==> src/rtl/decode_stage_hz.sv <==
// rtl/decode_stage_hz.sv - MIPS decode stage with ID/EX register, WB bypass, load-use and flush handling
//
// Purpose:
//   Decodes the instruction held in IF/ID, reads the register file (with an
//   optional same-cycle write-back bypass), and loads the result into the
//   ID/EX pipeline register. Inserts a bubble on a load-use hazard or on a
//   branch/jump flush. A flush that arrives while EX is held is remembered
//   and applied on the first un-held edge. Stall and flush events are counted
//   in saturating counters.
//
// Ports:
//   clk, rst                  clock, synchronous active-high reset
//   instrD, pcD, pcplus4D     instruction in decode and its PC / PC+4
//   regwriteW, rdW, resultW   register file write-back port
//   flushD                    squash the decode instruction (taken branch/jump)
//   holdE                     downstream hold; ID/EX keeps its contents
//   stallD                    combinational hold request to fetch and IF/ID
//   validE                    ID/EX holds a real instruction (0 = bubble)
//   regwriteE .. jumpE        registered control bits
//   alusignalE                registered ALU control
//   op1E, op2E, immxE         registered operands and sign-extended immediate
//   jumpoffset                registered jump target
//   rdE, rs1E, rs2E           registered register addresses
//   pcE, pcplus4E             registered PCs
//   perf_stalls, perf_flushes saturating stall / flush cycle counters
module decode_stage_hz #(
    parameter int XLEN            = 32,
    parameter int WB_BYPASS       = 1,
    parameter int LOAD_USE_DETECT = 1,
    parameter int CNT_W           = 16
) (
    input  logic             clk,
    input  logic             rst,
    input  logic [31:0]      instrD,
    input  logic [XLEN-1:0]  pcD,
    input  logic [XLEN-1:0]  pcplus4D,
    input  logic             regwriteW,
    input  logic [4:0]       rdW,
    input  logic [XLEN-1:0]  resultW,
    input  logic             flushD,
    input  logic             holdE,
    output logic             stallD,
    output logic             validE,
    output logic             regwriteE,
    output logic             isimmediateE,
    output logic             memwriteE,
    output logic             isloadE,
    output logic             memreadE,
    output logic             branchE,
    output logic             jumpE,
    output logic [3:0]       alusignalE,
    output logic [XLEN-1:0]  op1E,
    output logic [XLEN-1:0]  op2E,
    output logic [XLEN-1:0]  immxE,
    output logic [XLEN-1:0]  jumpoffset,
    output logic [4:0]       rdE,
    output logic [4:0]       rs1E,
    output logic [4:0]       rs2E,
    output logic [XLEN-1:0]  pcE,
    output logic [XLEN-1:0]  pcplus4E,
    output logic [CNT_W-1:0] perf_stalls,
    output logic [CNT_W-1:0] perf_flushes
);

    // Opcodes
    localparam logic [5:0] OP_RTYPE = 6'h00;
    localparam logic [5:0] OP_J     = 6'h02;
    localparam logic [5:0] OP_BEQ   = 6'h04;
    localparam logic [5:0] OP_ADDI  = 6'h08;
    localparam logic [5:0] OP_SLTI  = 6'h0A;
    localparam logic [5:0] OP_ANDI  = 6'h0C;
    localparam logic [5:0] OP_ORI   = 6'h0D;
    localparam logic [5:0] OP_LW    = 6'h23;
    localparam logic [5:0] OP_SW    = 6'h2B;

    // R-type funct codes
    localparam logic [5:0] FN_ADD = 6'h20;
    localparam logic [5:0] FN_SUB = 6'h22;
    localparam logic [5:0] FN_AND = 6'h24;
    localparam logic [5:0] FN_OR  = 6'h25;
    localparam logic [5:0] FN_NOR = 6'h27;
    localparam logic [5:0] FN_SLT = 6'h2A;

    // ALU control encodings
    localparam logic [3:0] ALU_AND = 4'b0000;
    localparam logic [3:0] ALU_OR  = 4'b0001;
    localparam logic [3:0] ALU_ADD = 4'b0010;
    localparam logic [3:0] ALU_SUB = 4'b0110;
    localparam logic [3:0] ALU_SLT = 4'b0111;
    localparam logic [3:0] ALU_NOR = 4'b1100;

    // Main-decoder to ALU-decoder selector
    localparam logic [1:0] AOP_ADD   = 2'b00;
    localparam logic [1:0] AOP_SUB   = 2'b01;
    localparam logic [1:0] AOP_FUNCT = 2'b10;
    localparam logic [1:0] AOP_IMM   = 2'b11;

    localparam logic [CNT_W-1:0] CNT_MAX = '1;

    typedef struct packed {
        logic            valid;
        logic            regwrite;
        logic            isimm;
        logic            memwrite;
        logic            isload;
        logic            memread;
        logic            branch;
        logic            jump;
        logic [3:0]      alu;
        logic [XLEN-1:0] op1;
        logic [XLEN-1:0] op2;
        logic [XLEN-1:0] immx;
        logic [XLEN-1:0] joff;
        logic [4:0]      rd;
        logic [4:0]      rs1;
        logic [4:0]      rs2;
        logic [XLEN-1:0] pc;
        logic [XLEN-1:0] pcplus4;
    } idex_t;

    logic [5:0] opcode;
    logic [5:0] funct;
    logic [4:0] rs1;
    logic [4:0] rs2;

    assign opcode = instrD[31:26];
    assign funct  = instrD[5:0];
    assign rs1    = instrD[25:21];
    assign rs2    = instrD[20:16];

    // ------------------------------------------------------------------
    // Control decode
    // ------------------------------------------------------------------
    logic       dec_regdest;
    logic       dec_regwrite;
    logic       dec_isimm;
    logic       dec_memwrite;
    logic       dec_isload;
    logic       dec_memread;
    logic       dec_branch;
    logic       dec_jump;
    logic [1:0] dec_aluop;
    logic [3:0] dec_alu;

    always_comb begin
        dec_regdest  = 1'b0;
        dec_regwrite = 1'b0;
        dec_isimm    = 1'b0;
        dec_memwrite = 1'b0;
        dec_isload   = 1'b0;
        dec_memread  = 1'b0;
        dec_branch   = 1'b0;
        dec_jump     = 1'b0;
        dec_aluop    = AOP_ADD;
        case (opcode)
            OP_RTYPE: begin
                dec_regdest  = 1'b1;
                dec_regwrite = 1'b1;
                dec_aluop    = AOP_FUNCT;
            end
            OP_LW: begin
                dec_regwrite = 1'b1;
                dec_isimm    = 1'b1;
                dec_isload   = 1'b1;
                dec_memread  = 1'b1;
            end
            OP_SW: begin
                dec_isimm    = 1'b1;
                dec_memwrite = 1'b1;
            end
            OP_BEQ: begin
                dec_branch   = 1'b1;
                dec_aluop    = AOP_SUB;
            end
            OP_ADDI: begin
                dec_regwrite = 1'b1;
                dec_isimm    = 1'b1;
            end
            OP_SLTI, OP_ANDI, OP_ORI: begin
                dec_regwrite = 1'b1;
                dec_isimm    = 1'b1;
                dec_aluop    = AOP_IMM;
            end
            OP_J: begin
                dec_jump     = 1'b1;
            end
            default: ;
        endcase
    end

    always_comb begin
        dec_alu = ALU_ADD;
        case (dec_aluop)
            AOP_SUB: dec_alu = ALU_SUB;
            AOP_FUNCT: begin
                case (funct)
                    FN_ADD:  dec_alu = ALU_ADD;
                    FN_SUB:  dec_alu = ALU_SUB;
                    FN_AND:  dec_alu = ALU_AND;
                    FN_OR:   dec_alu = ALU_OR;
                    FN_NOR:  dec_alu = ALU_NOR;
                    FN_SLT:  dec_alu = ALU_SLT;
                    default: dec_alu = ALU_ADD;
                endcase
            end
            AOP_IMM: begin
                case (opcode)
                    OP_ANDI: dec_alu = ALU_AND;
                    OP_ORI:  dec_alu = ALU_OR;
                    OP_SLTI: dec_alu = ALU_SLT;
                    default: dec_alu = ALU_ADD;
                endcase
            end
            default: dec_alu = ALU_ADD;
        endcase
    end

    // ------------------------------------------------------------------
    // Register file
    // ------------------------------------------------------------------
    logic [XLEN-1:0] rf_q [32];
    logic [XLEN-1:0] rd1_val;
    logic [XLEN-1:0] rd2_val;

    always_ff @(posedge clk) begin
        if (rst) begin
            for (int i = 0; i < 32; i++) begin
                rf_q[i] <= '0;
            end
        end else if (regwriteW && (rdW != 5'd0)) begin
            rf_q[rdW] <= resultW;
        end
    end

    // r0 is forced to zero on read so it never reflects a write-back to it.
    always_comb begin
        rd1_val = rf_q[rs1];
        if (rs1 == 5'd0) begin
            rd1_val = '0;
        end else if ((WB_BYPASS != 0) && regwriteW && (rdW == rs1)) begin
            rd1_val = resultW;
        end
    end

    always_comb begin
        rd2_val = rf_q[rs2];
        if (rs2 == 5'd0) begin
            rd2_val = '0;
        end else if ((WB_BYPASS != 0) && regwriteW && (rdW == rs2)) begin
            rd2_val = resultW;
        end
    end

    // ------------------------------------------------------------------
    // Hazards and ID/EX register
    // ------------------------------------------------------------------
    idex_t idex_q;
    idex_t idex_d;
    idex_t dec_fields;
    logic  flush_pend_q;
    logic  flush_pend_d;
    logic  luse;
    logic  eff_flush;

    assign luse = (LOAD_USE_DETECT != 0) && idex_q.valid && idex_q.isload
                  && (idex_q.rd != 5'd0)
                  && ((idex_q.rd == rs1) || (idex_q.rd == rs2));

    // A flush seen under hold is applied on the first un-held edge.
    assign eff_flush = (flushD || flush_pend_q) && !holdE;

    // A squashed decode instruction never needs to wait for its load.
    assign stallD = holdE || (luse && !eff_flush);

    always_comb begin
        dec_fields          = '0;
        dec_fields.valid    = 1'b1;
        dec_fields.regwrite = dec_regwrite;
        dec_fields.isimm    = dec_isimm;
        dec_fields.memwrite = dec_memwrite;
        dec_fields.isload   = dec_isload;
        dec_fields.memread  = dec_memread;
        dec_fields.branch   = dec_branch;
        dec_fields.jump     = dec_jump;
        dec_fields.alu      = dec_alu;
        dec_fields.op1      = rd1_val;
        dec_fields.op2      = rd2_val;
        dec_fields.immx     = {{(XLEN-16){instrD[15]}}, instrD[15:0]};
        dec_fields.joff[31:0] = {pcplus4D[31:28], instrD[25:0], 2'b00};
        dec_fields.rd       = dec_regdest ? instrD[15:11] : instrD[20:16];
        dec_fields.rs1      = rs1;
        dec_fields.rs2      = rs2;
        dec_fields.pc       = pcD;
        dec_fields.pcplus4  = pcplus4D;
    end

    always_comb begin
        idex_d       = idex_q;
        flush_pend_d = flush_pend_q;
        if (holdE) begin
            flush_pend_d = flush_pend_q || flushD;
        end else begin
            idex_d       = dec_fields;
            flush_pend_d = 1'b0;
            // Bubble: kill every side-effecting field; data fields are don't-care.
            if (eff_flush || luse) begin
                idex_d.valid    = 1'b0;
                idex_d.regwrite = 1'b0;
                idex_d.memwrite = 1'b0;
                idex_d.memread  = 1'b0;
                idex_d.isload   = 1'b0;
                idex_d.branch   = 1'b0;
                idex_d.jump     = 1'b0;
                idex_d.rd       = 5'd0;
            end
        end
    end

    always_ff @(posedge clk) begin
        if (rst) begin
            idex_q       <= '0;
            flush_pend_q <= 1'b0;
        end else begin
            idex_q       <= idex_d;
            flush_pend_q <= flush_pend_d;
        end
    end

    // ------------------------------------------------------------------
    // Performance counters
    // ------------------------------------------------------------------
    logic [CNT_W-1:0] perf_stalls_q;
    logic [CNT_W-1:0] perf_stalls_d;
    logic [CNT_W-1:0] perf_flushes_q;
    logic [CNT_W-1:0] perf_flushes_d;

    always_comb begin
        perf_stalls_d  = perf_stalls_q;
        perf_flushes_d = perf_flushes_q;
        if (stallD && (perf_stalls_q != CNT_MAX)) begin
            perf_stalls_d = perf_stalls_q + CNT_W'(1);
        end
        if (eff_flush && (perf_flushes_q != CNT_MAX)) begin
            perf_flushes_d = perf_flushes_q + CNT_W'(1);
        end
    end

    always_ff @(posedge clk) begin
        if (rst) begin
            perf_stalls_q  <= '0;
            perf_flushes_q <= '0;
        end else begin
            perf_stalls_q  <= perf_stalls_d;
            perf_flushes_q <= perf_flushes_d;
        end
    end

    // ------------------------------------------------------------------
    // Outputs
    // ------------------------------------------------------------------
    assign validE       = idex_q.valid;
    assign regwriteE    = idex_q.regwrite;
    assign isimmediateE = idex_q.isimm;
    assign memwriteE    = idex_q.memwrite;
    assign isloadE      = idex_q.isload;
    assign memreadE     = idex_q.memread;
    assign branchE      = idex_q.branch;
    assign jumpE        = idex_q.jump;
    assign alusignalE   = idex_q.alu;
    assign op1E         = idex_q.op1;
    assign op2E         = idex_q.op2;
    assign immxE        = idex_q.immx;
    assign jumpoffset   = idex_q.joff;
    assign rdE          = idex_q.rd;
    assign rs1E         = idex_q.rs1;
    assign rs2E         = idex_q.rs2;
    assign pcE          = idex_q.pc;
    assign pcplus4E     = idex_q.pcplus4;
    assign perf_stalls  = perf_stalls_q;
    assign perf_flushes = perf_flushes_q;

endmodule

==> config.mk <==
export PLATFORM = sky130hd
export DESIGN_NAME = decode_stage_hz
export DESIGN_NICKNAME = d
export VERILOG_FILES = /design/src/rtl/decode_stage_hz.sv
export SDC_FILE = /design/constraint.sdc
export NUM_CORES = 2
export LEC_CHECK = 0
export ABC_AREA = 0
export BUFFER_PORTS_ARGS = -buffer_cell sky130_fd_sc_hd__buf_2
export CAP_MARGIN = 15
export CORE_MARGIN = 2
export CORE_UTILIZATION = 50
export CTS_CLUSTER_DIAMETER = 100
export DETAILED_ROUTE_END_ITERATION = 16
export PLACE_DENSITY = 0.67
export RECOVER_POWER = 100
export SLEW_MARGIN = 20
export SYNTH_ARGS = -nofsm -noshare
export SYNTH_HDL_FRONTEND = slang
export SYNTH_SLANG_ARGS = --single-unit
==> constraint.sdc <==
create_clock -name clk -period 3.05 [get_ports clk]
set_clock_uncertainty 0.2 [all_clocks]
set_input_delay 0.61 -clock clk [delete_from_list [all_inputs] [get_ports clk]]
set_output_delay 0.61 -clock clk [all_outputs]
set_load 0.02 [all_outputs]
==> reports/results.txt <==
Setup TNS: 0 ps
Placer Congestion: 0.862
Critical path type: input port to flip-flop
Max_cap viols: 1
Sw power: 0.0104 W
CP bufs+invs: 4
Grt ovf: 0
Post-synthesis area per instance: 14.5 um^2
Initial Utilization: 50.5%
CTS Root Cell: clkbuf_16
Fill count: 9638
Asr flop ratio synth: 0%
Initial antenna violation count: 27
Final hold vios: 0
Clock slew at reported path FFs: 60 ps
Via-to-Cell Ratio: 6.34
Register area share after synthesis: 55.5%
Core ar.: 124000 um^2
Maximum vdd ir drop: 0.616 mV
Final #Nets: 4913
WL per Instance: 31.8 um
Crit path launch type: input port
HP Class: input port to flip-flop
Tmin final: 3050 ps
Die W: 358 um
Largest net degree at the start of global routing: 80
RSZ-0062 raised after global routing: no
Post-CTS Repair Setup Buffers: 0
Leakage: 26.0 nW
Crit end category: flip-flop
Port bufs: 387
Worst slew margin: -15.9%
Synthesized flop and latch total: 1227
Most common cell after layout, fill and taps aside: edfxtp_1
Clk pwr share: 40.4%
Max Slew Vio Count: 80
I/O pins: 390
Post-route DRC violation count: 0
Fmax: 328 MHz
DP Worst Slack: 130 ps
Netlist cell types: 58
Area leader, netlist: edfxtp_1
Slowest stage cell on the critical path: clkbuf_2
Most used DFF post-synth: edfxtp_1
Int Power: 0.0311 W
Post-Layout Inst Area: 72700 um^2
CP max FO: 32
Number of synthesized flops with an enable pin: 1024
Die Area: 128000 um^2
Final setup fails: 0
Share of layout cells above drive strength 1: 24.3%
DP Wirelength: 130 mm
H-tree levels: 4
Post-synthesis cell area: 62700 um^2
Critical Path, Cell by Cell: dlygate4sd3_1 > buf_6 > nor2b_1 > nand3_1 > clkbuf_1 > nor2_2 > clkbuf_2 > and2_1
Post-synth top area share: 49.0%
Status: finished with violations
Fin crit share: 99.9%
Sink Count: 1227
GRT Total Usage: 32.2%
Most frequent cells in the layout: edfxtp_1, and2_1, mux4_2
Maximum clock path buffer count: 3
Critical path's largest stage delay: 720 ps
Worst Path Arrival: 3370 ps
Worst Max-Slew Pin Slew: 1740 ps
Antenna Nets Post-Route: 0
Combinational fraction of design power: 12.2%
Cells after Synth: 4316
First-pass GRT wire length: 293 mm
Ranking of synthesized cells by area: edfxtp_1, mux4_2, and2_1, dfxtp_1, mux2i_1
Switching share of power: 25.1%
Total length of routed wires: 208 mm
First-pass detailed-route iteration total: 5
Crit-path leading delay family: buffers and inverters
Die Y: 358 um
# rows: 129
CP required: 3370 ps
Worst-Skew Late Latency: 790 ps
Vias in the first global route: 41200
Drt initial violations: 5169
CTS tree: yes
Via count: 41500
Yosys warnings: 0
Area growth, synth to finish: 15.9%
CTS Buf Count: 138
Flop pwr share: 47.4%
Pwr/cell area: 571 nW/um^2
DP Area: 68000 um^2
Final WS setup: 4.42 ps
Failing checks: capacitance limit, slew limit
final timing paths:
kind | from | to | slack, ps | depth (start not counted)
max reg2reg | perf_stalls[7]$_SDFFE_PP0P_ | perf_stalls[15]$_SDFFE_PP0P_ | 220 | 7
min reg2reg | pcplus4E[27]$_SDFFE_PP0N_ | pcplus4E[27]$_SDFFE_PP0N_ | 290 | 2
max | rst | rf_q[7][0]$_SDFFCE_PN0P_ | 4 | 8
min | holdE | pcplus4E[6]$_SDFFE_PP0N_ | 50 | 3
tightest hold or removal path, cell delays in order:
cell,delay [ps]
buf_6,160
mux2i_1,130
nor2_1,80
cell type report:
type | instances | area (um^2) | area share (%)
antenna | 11 | 27.5 | 0.0379
clock buffer | 195 | 4030 | 5.54
clock inverter | 61 | 514 | 0.708
inverter | 8 | 30.0 | 0.0413
multi-input combinational | 2635 | 25800 | 35.5
sequential | 1227 | 34800 | 47.9
tap | 1637 | 2050 | 2.82
timing repair buffer | 763 | 5380 | 7.41
sequential cells by signal, indices dropped and copies added (netlist names), 3 cells and up:
| signal | count |
|---|---|
| rs2E | 4 |
| perf_stalls | 16 |
| perf_flushes | 16 |
| pcE | 32 |
| op2E | 32 |
| alusignalE | 4 |
| rf_q | 1024 |
| immxE | 15 |
| rdE | 5 |
| jumpoffset | 3 |
| pcplus4E | 32 |
| rs1E | 4 |
| op1E | 32 |
timing repair:
item	in CTS	in global routing
gates resized for setup	0	4
endpoints found under the hold margin	98	0
hold buffers	95	0
setup endpoints to repair	0	1
synth_stat cells, drive strengths merged (2+ instances only):
| library cell | count |
|---|---|
| a21o | 3 |
| a311oi | 2 |
| nand2b | 5 |
| nor3 | 8 |
| o31ai | 3 |
| mux4 | 512 |
| or4 | 3 |
| inv | 8 |
| a32o | 2 |
| nor4 | 6 |
| nand2 | 93 |
| edfxtp | 1024 |
| mux2i | 356 |
| and4 | 2 |
| xnor2 | 19 |
| a22oi | 192 |
| or3 | 12 |
| o41ai | 2 |
| nor2b | 12 |
| or3b | 3 |
| and3 | 4 |
| nand3 | 20 |
| o22ai | 2 |
| a22o | 3 |
| buf | 192 |
| ha | 2 |
| and2 | 996 |
| a21oi | 22 |
| xor2 | 14 |
| nand3b | 6 |
| dfxtp | 203 |
| clkbuf | 287 |
| or2 | 32 |
| nor2 | 165 |
| o21ai | 81 |
| nand4 | 9 |
through the flow:
step	utilization (%)	power [W]	instances	hold WS, ps
final	58.5	0.0415	6537	45.1
after global routing	58.5	0.0425	6534	39.7
after CTS	59.2	0.0417	6525	1.66
after detailed placement	54.8	0.0250	6174	262
after global placement	54.8	0.0249	6174	233
after floorplan	-	0.0229	4349	324
kinds of logic after synthesis:
logic type,Yosys count,synth area share (%)
buf+inv,487,3.65
mux,869,24.1
fa+ha+maj,2,0.0399
compound gates,318,3.45
simple gates,1379,12.8
other cells,1,0.00598
xor+xnor,33,0.461
flops,1227,55.5
power by group through the flow:
stage | clock [W] | sequential (W) | combinational (W)
floorplan | 0 | 0.0199 | 0.00295
global placement | 0 | 0.0199 | 0.00502
detailed placement | 0 | 0.0200 | 0.00505
CTS | 0.0169 | 0.0196 | 0.00517
global route | 0.0175 | 0.0197 | 0.00529
finish | 0.0167 | 0.0197 | 0.00507
layer usage:
| metal | share of wire, % | track usage [%] |
|---|---|---|
| met1 | 36 | 41.7 |
| met2 | 47 | 51.2 |
| met3 | 11 | 6.95 |
| met4 | 6.0 | 17.4 |
| met5 | 0.013 | 0 |
No activity file was read; power rests on OpenSTA's default activity.
